`src/rtl/div_pkg.sv`:
```
// Shared types and constants for the signed non-restoring divider.
package div_pkg;

   localparam int DIV_W = 32;

   localparam logic [DIV_W-1:0] INT_MIN  = 32'h8000_0000;
   localparam logic [DIV_W-1:0] ALL_ONES = 32'hFFFF_FFFF;

   typedef enum logic [1:0] {
      IDLE = 2'd0,
      CALC = 2'd1,
      FIX  = 2'd2,
      DONE = 2'd3
   } state_t;

   // Two's-complement magnitude; INT_MIN maps to 2^(W-1), still exact as unsigned.
   function automatic logic [DIV_W-1:0] magnitude(input logic [DIV_W-1:0] x);
      return x[DIV_W-1] ? (~x + DIV_W'(1)) : x;
   endfunction

endpackage

```
`src/rtl/div_step.sv`:
```
// One radix-2 non-restoring iteration on a W+1-bit signed partial remainder.
module div_step
   import div_pkg::*;
#(
   parameter int W = DIV_W
) (
   input  logic [W:0]   rem,
   input  logic [W-1:0] divisor,
   input  logic         next_bit,
   output logic [W:0]   new_rem,
   output logic         q_bit
);

   logic [W:0] shifted;

   // The remainder stays in [-D, D), so the shifted value still fits in W+1 bits.
   always_comb begin
      shifted = {rem[W-1:0], next_bit};
      if (rem[W]) begin
         new_rem = shifted + {1'b0, divisor};
      end else begin
         new_rem = shifted - {1'b0, divisor};
      end
      q_bit = ~new_rem[W];
   end

endmodule

```
`src/rtl/signed_div_32.sv`:
```
// Sequential signed divider: W non-restoring steps, one sign/remainder fix-up cycle,
// with single-cycle shortcuts for divide-by-zero and INT_MIN / -1.
module signed_div_32
   import div_pkg::*;
#(
   parameter int W = DIV_W
) (
   input  logic         clk,
   input  logic         rst,
   input  logic         start,
   input  logic [W-1:0] A,
   input  logic [W-1:0] B,
   output logic [W-1:0] q,
   output logic [W-1:0] r,
   output logic         busy,
   output logic         done,
   output logic         div_by_zero,
   output state_t       dbg_state
);

   localparam int CNT_W = $clog2(W);

   state_t state, state_nx;

   logic [W:0]       rem;
   logic [W-1:0]     quo;
   logic [W-1:0]     b_mag;
   logic             sign_a, sign_b;
   logic [CNT_W-1:0] cnt;

   logic [W:0]   step_rem;
   logic         step_qbit;
   logic [W-1:0] r_fix, q_fin, r_fin;
   logic         accept, zero_div, overflow;

   div_step #(.W(W)) u_step (
      .rem      (rem),
      .divisor  (b_mag),
      .next_bit (quo[W-1]),
      .new_rem  (step_rem),
      .q_bit    (step_qbit)
   );

   always_comb begin
      accept   = start && (state == IDLE || state == DONE);
      zero_div = (B == '0);
      overflow = (A == INT_MIN) && (B == ALL_ONES);
   end

   always_ff @(posedge clk) begin
      if (rst) begin
         state <= IDLE;
      end else begin
         state <= state_nx;
      end
   end

   always_comb begin
      state_nx = state;
      case (state)
         IDLE, DONE: begin
            if (start) begin
               state_nx = (zero_div || overflow) ? DONE : CALC;
            end else begin
               state_nx = IDLE;
            end
         end
         CALC:    if (cnt == '0) state_nx = FIX;
         FIX:     state_nx = DONE;
         default: state_nx = IDLE;
      endcase
   end

   always_comb begin
      busy      = (state == CALC) || (state == FIX);
      done      = (state == DONE);
      dbg_state = state;
   end

   // Fix-up: restore a negative remainder, then apply the result signs.
   always_comb begin
      r_fix = rem[W] ? (rem[W-1:0] + b_mag) : rem[W-1:0];
      q_fin = (sign_a ^ sign_b) ? (~quo + W'(1)) : quo;
      r_fin = sign_a ? (~r_fix + W'(1)) : r_fix;
   end

   // quo starts as |A| and is shifted left each step, trading dividend bits for quotient bits.
   always_ff @(posedge clk) begin
      if (rst) begin
         rem         <= '0;
         quo         <= '0;
         b_mag       <= '0;
         sign_a      <= 1'b0;
         sign_b      <= 1'b0;
         cnt         <= '0;
         q           <= '0;
         r           <= '0;
         div_by_zero <= 1'b0;
      end else if (accept) begin
         if (zero_div) begin
            q           <= ALL_ONES;
            r           <= A;
            div_by_zero <= 1'b1;
         end else if (overflow) begin
            q           <= INT_MIN;
            r           <= '0;
            div_by_zero <= 1'b0;
         end else begin
            rem         <= '0;
            quo         <= magnitude(A);
            b_mag       <= magnitude(B);
            sign_a      <= A[W-1];
            sign_b      <= B[W-1];
            cnt         <= CNT_W'(W - 1);
            div_by_zero <= 1'b0;
         end
      end else begin
         case (state)
            CALC: begin
               rem <= step_rem;
               quo <= {quo[W-2:0], step_qbit};
               cnt <= cnt - 1'b1;
            end
            FIX: begin
               q <= q_fin;
               r <= r_fin;
            end
            default: ;
         endcase
      end
   end

endmodule
```
`config.mk`:
```
export PLATFORM = sky130hd
export DESIGN_NAME = signed_div_32
export DESIGN_NICKNAME = d
export VERILOG_FILES = /design/src/rtl/div_pkg.sv /design/src/rtl/div_step.sv /design/src/rtl/signed_div_32.sv
export SDC_FILE = /design/constraint.sdc
export NUM_CORES = 1
export LEC_CHECK = 0
export CAP_MARGIN = 15
export CORE_ASPECT_RATIO = 2
export CORE_MARGIN = 4
export CORE_UTILIZATION = 41
export DETAILED_ROUTE_END_ITERATION = 7
export DONT_BUFFER_PORTS = 1
export MAX_ROUTING_LAYER = met4
export PLACE_DENSITY = 0.54
export RECOVER_POWER = 25
export SYNTH_ARGS = -nofsm -noshare
export SYNTH_HDL_FRONTEND = slang
export SYNTH_SLANG_ARGS = --single-unit
```
`constraint.sdc`:
```
create_clock -name clk -period 7.8 [get_ports clk]
set_input_delay 1.17 -clock clk [delete_from_list [all_inputs] [get_ports clk]]
set_output_delay 1.17 -clock clk [all_outputs]
set_load 0.02 [all_outputs]
```
=== After elaboration in Yosys (flattened, before gate mapping) ===
Cells that the tools add are included.
W data, S select, Z words.

* Bits in registers: 171
* Bits in latches: 0
* Memory bits (writable): 0
* Memory bits (read-only): 0
* Bits of input ports: 67
* Output and inout port bits: 69
* Logic and storage cells: 80
* Memories kept: 0

* Add/subtract/negate cells: 8
* $mul: 0
* Div/mod/pow operators: 0
* Order comparisons: 0
* Equality and inequality tests: 9
* Shift-type cells: 0
* Mux-type cells: 31
* Bitwise logic cells: 8
* Reduce and logical (&&, ||, !) cells: 14

{| class="wikitable"
|+ Operators with widths
! kind !! count
|-
| $mux W32 || 17
|-
| $mux W33 || 5
|-
| $add A32 B1 Y32 const B || 4
|-
| $not A32 Y32 || 4
|-
| $eq A32 B32 Y1 const B || 2
|-
| $add A33 B32 Y33 || 1
|-
| $sub A33 B32 Y33 || 1
|-
| $add A32 B32 Y32 || 1
|-
| $logic_not A32 Y1 || 1
|-
| $mux W5 || 4
|-
| $mux W2 || 3
|-
| $ne A2 B2 Y1 const B || 3
|-
| $pmux W2 S3 || 1
|-
| $reduce_and A3 Y1 || 2
|-
| $logic_not A5 Y1 || 1
|-
| $sub A5 B1 Y5 const B || 1
|-
| $eq A2 B2 Y1 const B || 2
|-
| $reduce_bool A2 Y1 || 2
|-
| $logic_or A1 B1 Y1 || 3
|-
| $ne A3 B1 Y1 const B || 1
|-
| $not A1 Y1 || 3
|-
| $eq A2 B1 Y1 const B || 1
|-
| $logic_and A1 B1 Y1 || 2
|-
| $logic_not A2 Y1 || 1
|-
| 4 further kinds || 4
|}

=== Logic depth before layout (Yosys ltp) ===
Gate-level depths: netlist (run 1).

* Depth in word-level cells: 7
* Mapped depth: 22
* Gate-level depth less buffers: 21

=== Cells and area by module ===
From an unflattened synthesis (run 1), not the netlist that was laid out.

* Cell total of the unflattened synthesis: 1901
* Area total of the unflattened synthesis: 14164.8 um2

{| class="wikitable"
|+ Modules (own cells, without submodules)
! module !! times used !! cells an instance !! area each (um2) !! sequential area each (um2)
|-
| signed_div_32 || 1 || 1575 || 11855.1 || 3423.3
|-
| div_step || 1 || 326 || 2309.7 || 0.0
|}

=== Worst setup path before layout (run 1) ===
Ideal clock, no wire load.

* Path type: reg2reg
* Start point: reg rem[32]
* End point: reg rem[31]
* Library setup time: 117 ps
* Arrival: 5669 ps
* Data required time: 7683 ps
* Path slack: 2014 ps
* Cell stages (with the launch flop): 22
* Path buffers: 7
* Period minus slack after synthesis: 5786 ps
* Cells stage by stage: dfxtp_1 -> clkbuf_1 -> clkbuf_1 -> clkbuf_1 -> clkbuf_1 -> buf_1 -> clkbuf_1 -> clkbuf_1 -> nor2_1 -> xor2_1 -> ha_1 -> a2111oi_0 -> o21ai_0 -> a31oi_1 -> a311oi_1 -> o311ai_0 -> nor2_1 -> a211oi_1 -> o21ai_0 -> a21oi_1 -> xnor2_1 -> a22o_1

* Longest elaborated chain between the ends: 3

{| class="wikitable"
|+ RTL lines
! what !! RTL line !! source
|-
| start, declared || signed_div_32.sv:25 || <nowiki>logic [W:0] rem;</nowiki>
|-
| start signal, assigned || signed_div_32.sv:120 || <nowiki>rem <= step_rem;</nowiki>
|-
| $mux W33 || div_step.sv:19 || <nowiki>if (rem[W]) begin</nowiki>
|-
| $mux W33 || signed_div_32.sv:118 || <nowiki>case (state)</nowiki>
|-
| $mux W33 || signed_div_32.sv:99 || <nowiki>end else if (accept) begin</nowiki>
|}

No other way between the ends. The select of a mux whose other input is x is not followed.
A chain may end at the register's enable or synchronous reset.

=== Final worst setup path (run 1) ===
Same ends and word-level chain as after synthesis.

==> run summary, run 1 <==
The core region is 0.0329 mm2. The shortest clock period the worst path allows after layout came out at 5.57 ns. Ranked by total cell area, the synthesized netlist is headed by dfxtp_1 25%, xor2_1 8.0%, nor2_1 7.4%. The area enclosed by the die boundary came out at 0.0366 mm2. The leading register cell type out of synthesis is dfxtp_1. The count of unresolved DRC violations after routing is 0.

The number of input and output port buffers inserted is 0. Of the cells placed in the final design, the portion with a size suffix greater than 1 is 0.0466. Post-CTS timing repair inserted 0 buffers for setup. A synthesized cell averages 7.49 um2. For this run, the detailed router's first-pass iteration total came to 5. The antenna violation net count after detailed routing came out at 0. The worst-margin pin slew is 1.06 ns. The capturing element type of the critical path is a flip-flop. The share of total power dissipated in sequential elements is 0.249. The sum of negative setup slack came out at 0 ns. The path class of the tightest hold or removal check is reg2reg. The cell family contributing the most delay on the critical path is compound AO/OA/AOI/OAI gates. The worst supply voltage drop on vdd came out at 193 uV. The H-tree was split into 4 levels. Setup repair after global routing left no endpoint under its margin. The worst flop-to-flop path endpoint is rem[31]. The number of rows created at floorplan is 94. The chip height came out at 267 um.

The worst endpoint required time is 8.16 ns. The clock-pin slew reported for the worst setup and hold paths after clock tree synthesis is 0.07 ns. The combinational cell fraction of total power is 0.633.

The total setup violations reported at the end of the flow is 0. Overall power consumption after layout is estimated at 7250 uW. Entering global routing, the biggest net connects 168 pins.

The initial DRC count came out at 745. The biggest area contributor in the post-synthesis netlist is dfxtp_1. The number of buffers and inverters on the critical path is 1. The worst path arrival time came out at 5.92 ns.

The deepest clock path buffer count came out at 2. The sequential area share after synthesis came out at 0.250. Timing would allow up to 180 MHz. The worst setup path is launched from a flip-flop. The synthesized design contains 171 register bits. The detailed placement HPWL is 35400 um. The routability congestion estimate from global placement came out at 0.946.

The instance count of the mapped netlist is 1830. The switching share of power is 0.531. TritonCTS built the clock tree. The layout-stage area growth over the synthesis result is 5.85%.

By startpoint and endpoint, the worst setup path is classified as reg2reg. The total vias in the final route is 13300. The number of enable-type register cells in the synthesized netlist is 0. The worst reg-to-reg setup slack is 2.23 ns.

The slowest library cell on the worst path is a2111oi_0. For this design the top-level I/O count stands at 136. The final-report max-slew violation count came to 0. By count the netlist is led by 269 x nor2_1, 171 x dfxtp_1, 166 x a21oi_1. Of all nets on the critical path, the largest fanout is 33. The post-layout utilization of the core is 0.441.

Counting flops with an async set or reset pin after synthesis yields a share of 0. The clock arrives with 0.0153 ns of skew. The critical path runs through a total of 15 cells.

The clock root buffer master is clkbuf_16. The synthesis warning total came out at 0. The final number of hold-violating endpoints came to 0. The power density normalized to cell area is 500 mW/mm2. The number of global-route vias before repair came out at 13200. The post-layout net count came out at 1891. The startpoint of the lowest-slack register-to-register path is rem[32]. The combined global-route utilization of all metal layers is 0.260.

The clock share of power is 0.118. The floorplan die width came out at 137 um. Traced cell by cell, the critical path runs through buf_4, nor2_1, xor2_1, ha_1, a2111oi_0, o21ai_0, a31oi_1, a311oi_1, o311ai_0, nor2_1, a211oi_1, o21ai_0, a21oi_1, xnor2_1, a22o_1. In the post-synthesis netlist, the cell with the most instances is nor2_1.

When the netlist entered floorplanning its net count stood at 1973. The run finished with clean final reports. The number of max-cap violations came out at 0.

The sink count of the clock tree came out at 171. The top-area cell type share of the netlist area came out at 0.250. The net switching power is 3850 uW.

Of the available clock period, the critical path in the final layout requires 0.714. The initial core utilization is 0.416. In this run the most critical hold path is launched from sign_b. The global route total overflow came out at 0. The detailed-route wire length is 45900 um.

Yosys mapped the design onto 74 distinct sky130hd cell types. The tightest hold margin came out at 0.504 ns. The relative max-transition margin is 0.295. The stage delay of the slowest cell on the critical path is 0.64 ns.

The internal power consumption came out at 3410 uW. The start point of the critical path is rem[32]. Hold repair after CTS inserted 0 buffers.

The antenna diode count is 0. The number of antenna violations at the first check in global routing was 0. The number of gates given a new drive strength after cts came out at 0. The routed via count divided by cell count came out at 6.05. Following the worst setup path forward leads to its endpoint at rem[31].

The synthesized cell area came out at 0.0137 mm2. The number of cells on the worst reg-to-reg path came out at 15. The first global-routing pass estimated 72600 um of wire.

The later-pin clock latency in the skew report came out at 0.47 ns. The CTS buffer count came out at 17. The reported leakage power is 0.00553 uW. The routed wire length per instance is 20.9 um.
per-layer routing:
metal	wire [um]	track usage	share of wire
met1	16600	0.260	0.36
met2	24400	0.469	0.53
met3	2160	0.0406	0.047
met4	2750	0.149	0.060
met5	0	-	0
final cells by class:
class	instances	area (um2)
Sequential cell	171	3420
Inverter	41	154
Clock buffer	19	453
Fill cell	3462	18400
Timing Repair Buffer	17	128
Clock inverter	13	121
Multi-Input combinational cell	1500	9700
Tap cell	432	541
worst register-to-register path, delay by kind of cell, from the launching register on:
family	cells	cell delay (ns)
AO/OA/AOI/OAI	9	3.62
flip-flops	1	0.61
buffers and inverters	1	0.44
adder cells (fa/ha/maj)	1	0.34
XOR/XNOR	2	0.24
AND/OR/NAND/NOR	2	0.22
cell usage in the layout (no fill, tap or decap), types with 6 or more instances in the layout:
| master | instances |
|---|---|
| nand2b_1 | 14 |
| o21a_1 | 15 |
| nand4_1 | 21 |
| o31ai_1 | 29 |
| nor2_1 | 267 |
| a21oi_1 | 165 |
| a21o_1 | 28 |
| a31oi_1 | 19 |
| a22oi_1 | 21 |
| inv_1 | 41 |
| nand2_1 | 124 |
| nor3_1 | 60 |
| mux2i_1 | 15 |
| xnor2_1 | 81 |
| buf_4 | 17 |
| o211ai_1 | 9 |
| o21ai_0 | 84 |
| a221oi_1 | 10 |
| ha_1 | 74 |
| o41ai_1 | 15 |
| a211oi_1 | 117 |
| clkbuf_16 | 17 |
| dfxtp_1 | 170 |
| a22o_1 | 6 |
| or2_2 | 9 |
| nand3_1 | 39 |
| or3_1 | 18 |
| xor2_1 | 125 |
| or4_1 | 16 |
| nor4_1 | 15 |
through the flow:
stage / setup slack [ns] / cells / instance area, um2
after CTS: 2.33 / 2193 / 14500
after detailed placement: 2.34 / 2161 / 13900
after floorplan: 2.01 / 1830 / 13700
after global placement: 2.40 / 2161 / 13900
final: 2.23 / 2193 / 14500
after global routing: 1.85 / 2193 / 14500
cells by family after synthesis:
kind of cell | count (synthesis) | share of synthesized area
multiplexers | 20 | 0.0151
flip-flops | 171 | 0.250
adder cells (fa/ha/maj) | 76 | 0.0704
XOR/XNOR | 206 | 0.132
AO/OA/AOI/OAI | 573 | 0.275
AND/OR/NAND/NOR | 625 | 0.213
buffers and inverters | 159 | 0.0457
power groups by stage:
| stage | clock network (uW) | registers (uW) | logic [uW] |
|---|---|---|---|
| after floorplan | 0 | 1640 | 3610 |
| after detailed placement | 0 | 1830 | 4580 |
| after CTS | 874 | 1810 | 4590 |
| final | 854 | 1810 | 4590 |
| after global placement | 0 | 1820 | 4530 |
| after global routing | 908 | 1860 | 5140 |
flip-flops by register name, summed over array words and instances, names as in the netlist:
name         cells
b_mag           32
cnt              5
dbg_state        2
div_by_zero      1
q               32
quo             32
r               32
rem             33
sign_a           1
sign_b           1
worst min path at each step:
stage	end	slack, ns	depth (start not counted)
after global placement	sign_b	0.48	2
final	sign_b	0.50	2
after global routing	sign_b	0.54	2
after floorplan	b_mag[31]	0.46	2
after detailed placement	sign_b	0.49	2
after CTS	sign_b	0.50	2
(Power assumes the default switching activity.)
==> run 2, diff against run 1 <==
- PLACE_DENSITY: 0.54 -> 0.56
- clock period: 7.8 -> 4.8 ns (I/O delays scaled with it)
==> run summary, run 2 (same netlist as run 1, synthesis figures left out) <==
The global route total overflow came out at 0 (unchanged). CTS placed an instance of clkbuf_16 at the clock tree root. The sink count of the clock tree came out at 171 (unchanged). The worst-margin pin slew came to 1.17 ns (+0.117 ns). The count of unresolved DRC violations after routing is 0 (unchanged). The CTS buffer count came out at 17 (unchanged). The count of non-filler cells in the finished layout is 2230 (+1.7%). The chip height came to 267 um (unchanged). The number of buffers and inverters on the critical path came out at 1 (unchanged).

The total met2 wirelength after detailed routing is 24500 um (+0.35%). The detailed-routing wirelength on met1 is 16400 um (-1.6%). The run finished with clean final reports.

The reported leakage power came out at 0.00573 uW (+3.7%). The clock-pin slew reported for the worst setup and hold paths after clock tree synthesis came out at 0.07 ns (about the same). The final number of hold-violating endpoints is 0 (unchanged).

The number of rows created at floorplan came out at 94 (unchanged). The sum of negative setup slack came out at 0 ns (unchanged). The top routing layer in use is met4. The highest net fanout along the worst path came out at 6 (-82%). The I/O pin total came out at 136 (unchanged). The number of max-cap violations came out at 0 (unchanged). The worst path arrival time is 4.83 ns (-1.09 ns). The H-tree level count is 4 (unchanged). The ratio of final minimum period to clock period came to 0.928 (+0.214). The routed wire length per instance came out at 20.5 um (-2.2%).

Leaving out fill and tap cells, the most frequent cells in the layout are 267 x nor2_1, 170 x dfxtp_1, 165 x a21oi_1. The global-route wire length before repair came to 71300 um (-1.8%). The worst setup path is launched from a flip-flop.

The detailed placement HPWL came to 35900 um (+1.4%). The clock skew after layout is 0.0121 ns (-0.00320 ns). The number of input and output port buffers inserted was 0 (unchanged).

The number of placed instances, taps included is 2199 (+1.8%). The number of flip-flops in the largest register is 33 (unchanged). Setup repair after global routing left no endpoint under its margin.

Broken down by cell family, the worst path's largest delay share belongs to compound AO/OA/AOI/OAI gates. The maximum clock rate came out at 224 MHz (+25%). The detailed-route wire length came out at 45700 um (-0.57%). The critical hold path startpoint is rst. The relative max-transition margin was 0.209 (-0.0866). The final-report max-slew violation count was 0 (unchanged). The total setup violations reported at the end of the flow is 0 (unchanged).

The detailed-routed wire length on met3 was 2190 um (+1.5%). TritonCTS built the clock tree. The routed via count divided by cell count came out at 5.99 (-1.0%). The number of antenna violations at the first check in global routing is 0 (unchanged). The library cell used most frequently in the layout, excluding fill and tap cells, is nor2_1. The initial DRC count came out at 602 (-19%). The worst supply voltage drop on vdd was 312 uV (+61%).

The antenna violation net count after detailed routing is 0 (unchanged). The pin count of the biggest net entering global routing is 168 (unchanged). In this run the worst setup path begins at b_mag[0]. The power density normalized to cell area is 814 mW/mm2 (+63%). The routability congestion estimate from global placement was 1.01 (+6.3%). The floorplan die width came to 137 um (unchanged).

The capturing element type of the critical path is a flip-flop. The initial core utilization was 0.416 (unchanged). The number of global-route vias before repair came to 13100 (-1.3%). The later-pin clock latency in the skew report came to 0.46 ns (about the same). The shortest clock period the worst path allows after layout came out at 4.45 ns (-1.11 ns). The layout cell share with drive strength beyond 1 came out at 0.0690 (+0.0224). Traced cell by cell, the critical path runs through buf_4, ha_1, fa_1, a211oi_1, o21ai_0, nand4_1, nand3_1, xor2_1, mux2_2, and4b_1, nand4_1, o41ai_1, xnor2_1, a22oi_1, a211oi_1. The antenna diode count came to 0 (unchanged). The worst setup path is of the reg2reg kind. The area enclosed by the die boundary came out at 0.0366 mm2 (unchanged).

The number of optimization iterations in the first detailed-route pass was 7 (+2). The layout-stage area growth over the synthesis result came out at 8.37%. The post-layout utilization of the core came to 0.451 (+0.0105).

The type of the tightest min-delay check is in2reg. The stage delay of the slowest cell on the critical path is 0.44 ns (-0.20 ns). The deepest clock path buffer count is 2 (unchanged). Counting flops per register, the top entry is rem. The area of the core region is 0.0329 mm2 (unchanged). The startpoint identified for the worst register-to-register timing path is b_mag[0]. The post-layout net count is 1929 (+2.0%).

The largest individual stage delay along the critical path comes from the cell fa_1. The combined global-route utilization of all metal layers is 0.256 (-0.00396). The worst endpoint required time is 5.17 ns (-2.99 ns). The total vias in the final route came out at 13300 (+0.64%).
-- run 2: changes by cell type in the layout (fill, tap and decap cells not counted), sizes merged --
| cell | before | now |
|---|---|---|
| buf | 17 | 55 |
| inv | 49 | 45 |
| bufinv | 0 | 1 |
| clkbuf | 19 | 20 |
| clkinv | 3 | 4 |
-- run 2: cell type report --
class	count	area [um2]
Clock buffer	20	447
Clock inverter	11	111
Sequential cell	171	3420
Multi-Input combinational cell	1500	9740
Inverter	41	154
Tap cell	432	541
Timing Repair Buffer	55	450
Fill cell	3400	18100
-- run 2: per-layer routing --
layer | track usage | up-vias
met2 | 0.470 | 369
met1 | 0.252 | 6245
met3 | 0.0394 | 123
met5 | - | -
met4 | 0.141 | 0
li1 | - | 6610
-- run 2: report_power, final --
group          switching [uW]  internal (uW)
clock network             632            733
registers                 932           1960
logic                    4730           3110
total                    6300           5800
-- run 2: path summary, 6_finish.rpt --
kind | slack, ns | endpoint | cells past startpoint
hold / removal | 0.34 | dbg_state[0] | 1
setup reg to reg | 0.35 | r[24] | 15
hold reg to reg | 0.50 | cnt[0] | 1
setup / recovery | 0.35 | r[24] | 15
-- run 2: timing repair --
item / in CTS / in global routing
hold buffers: 0 / 0
endpoints found under the setup margin: 0 / 4
resized for setup: 0 / 5
setup buffers: 0 / 0
-- run 2: metrics by stage --
step / total power, uW / hold slack (ns) / worst slack [ns] / cell area [um2]
after global placement: 10600 / 0.482 / 0.241 / 14300
final: 12100 / 0.341 / 0.345 / 14900
after floorplan: 8570 / 0.457 / 0.0335 / 13700
after detailed placement: 10700 / 0.490 / 0.263 / 14300
after CTS: 12100 / 0.323 / 0.270 / 14800
after global routing: 13200 / 0.326 / 0.0278 / 14900
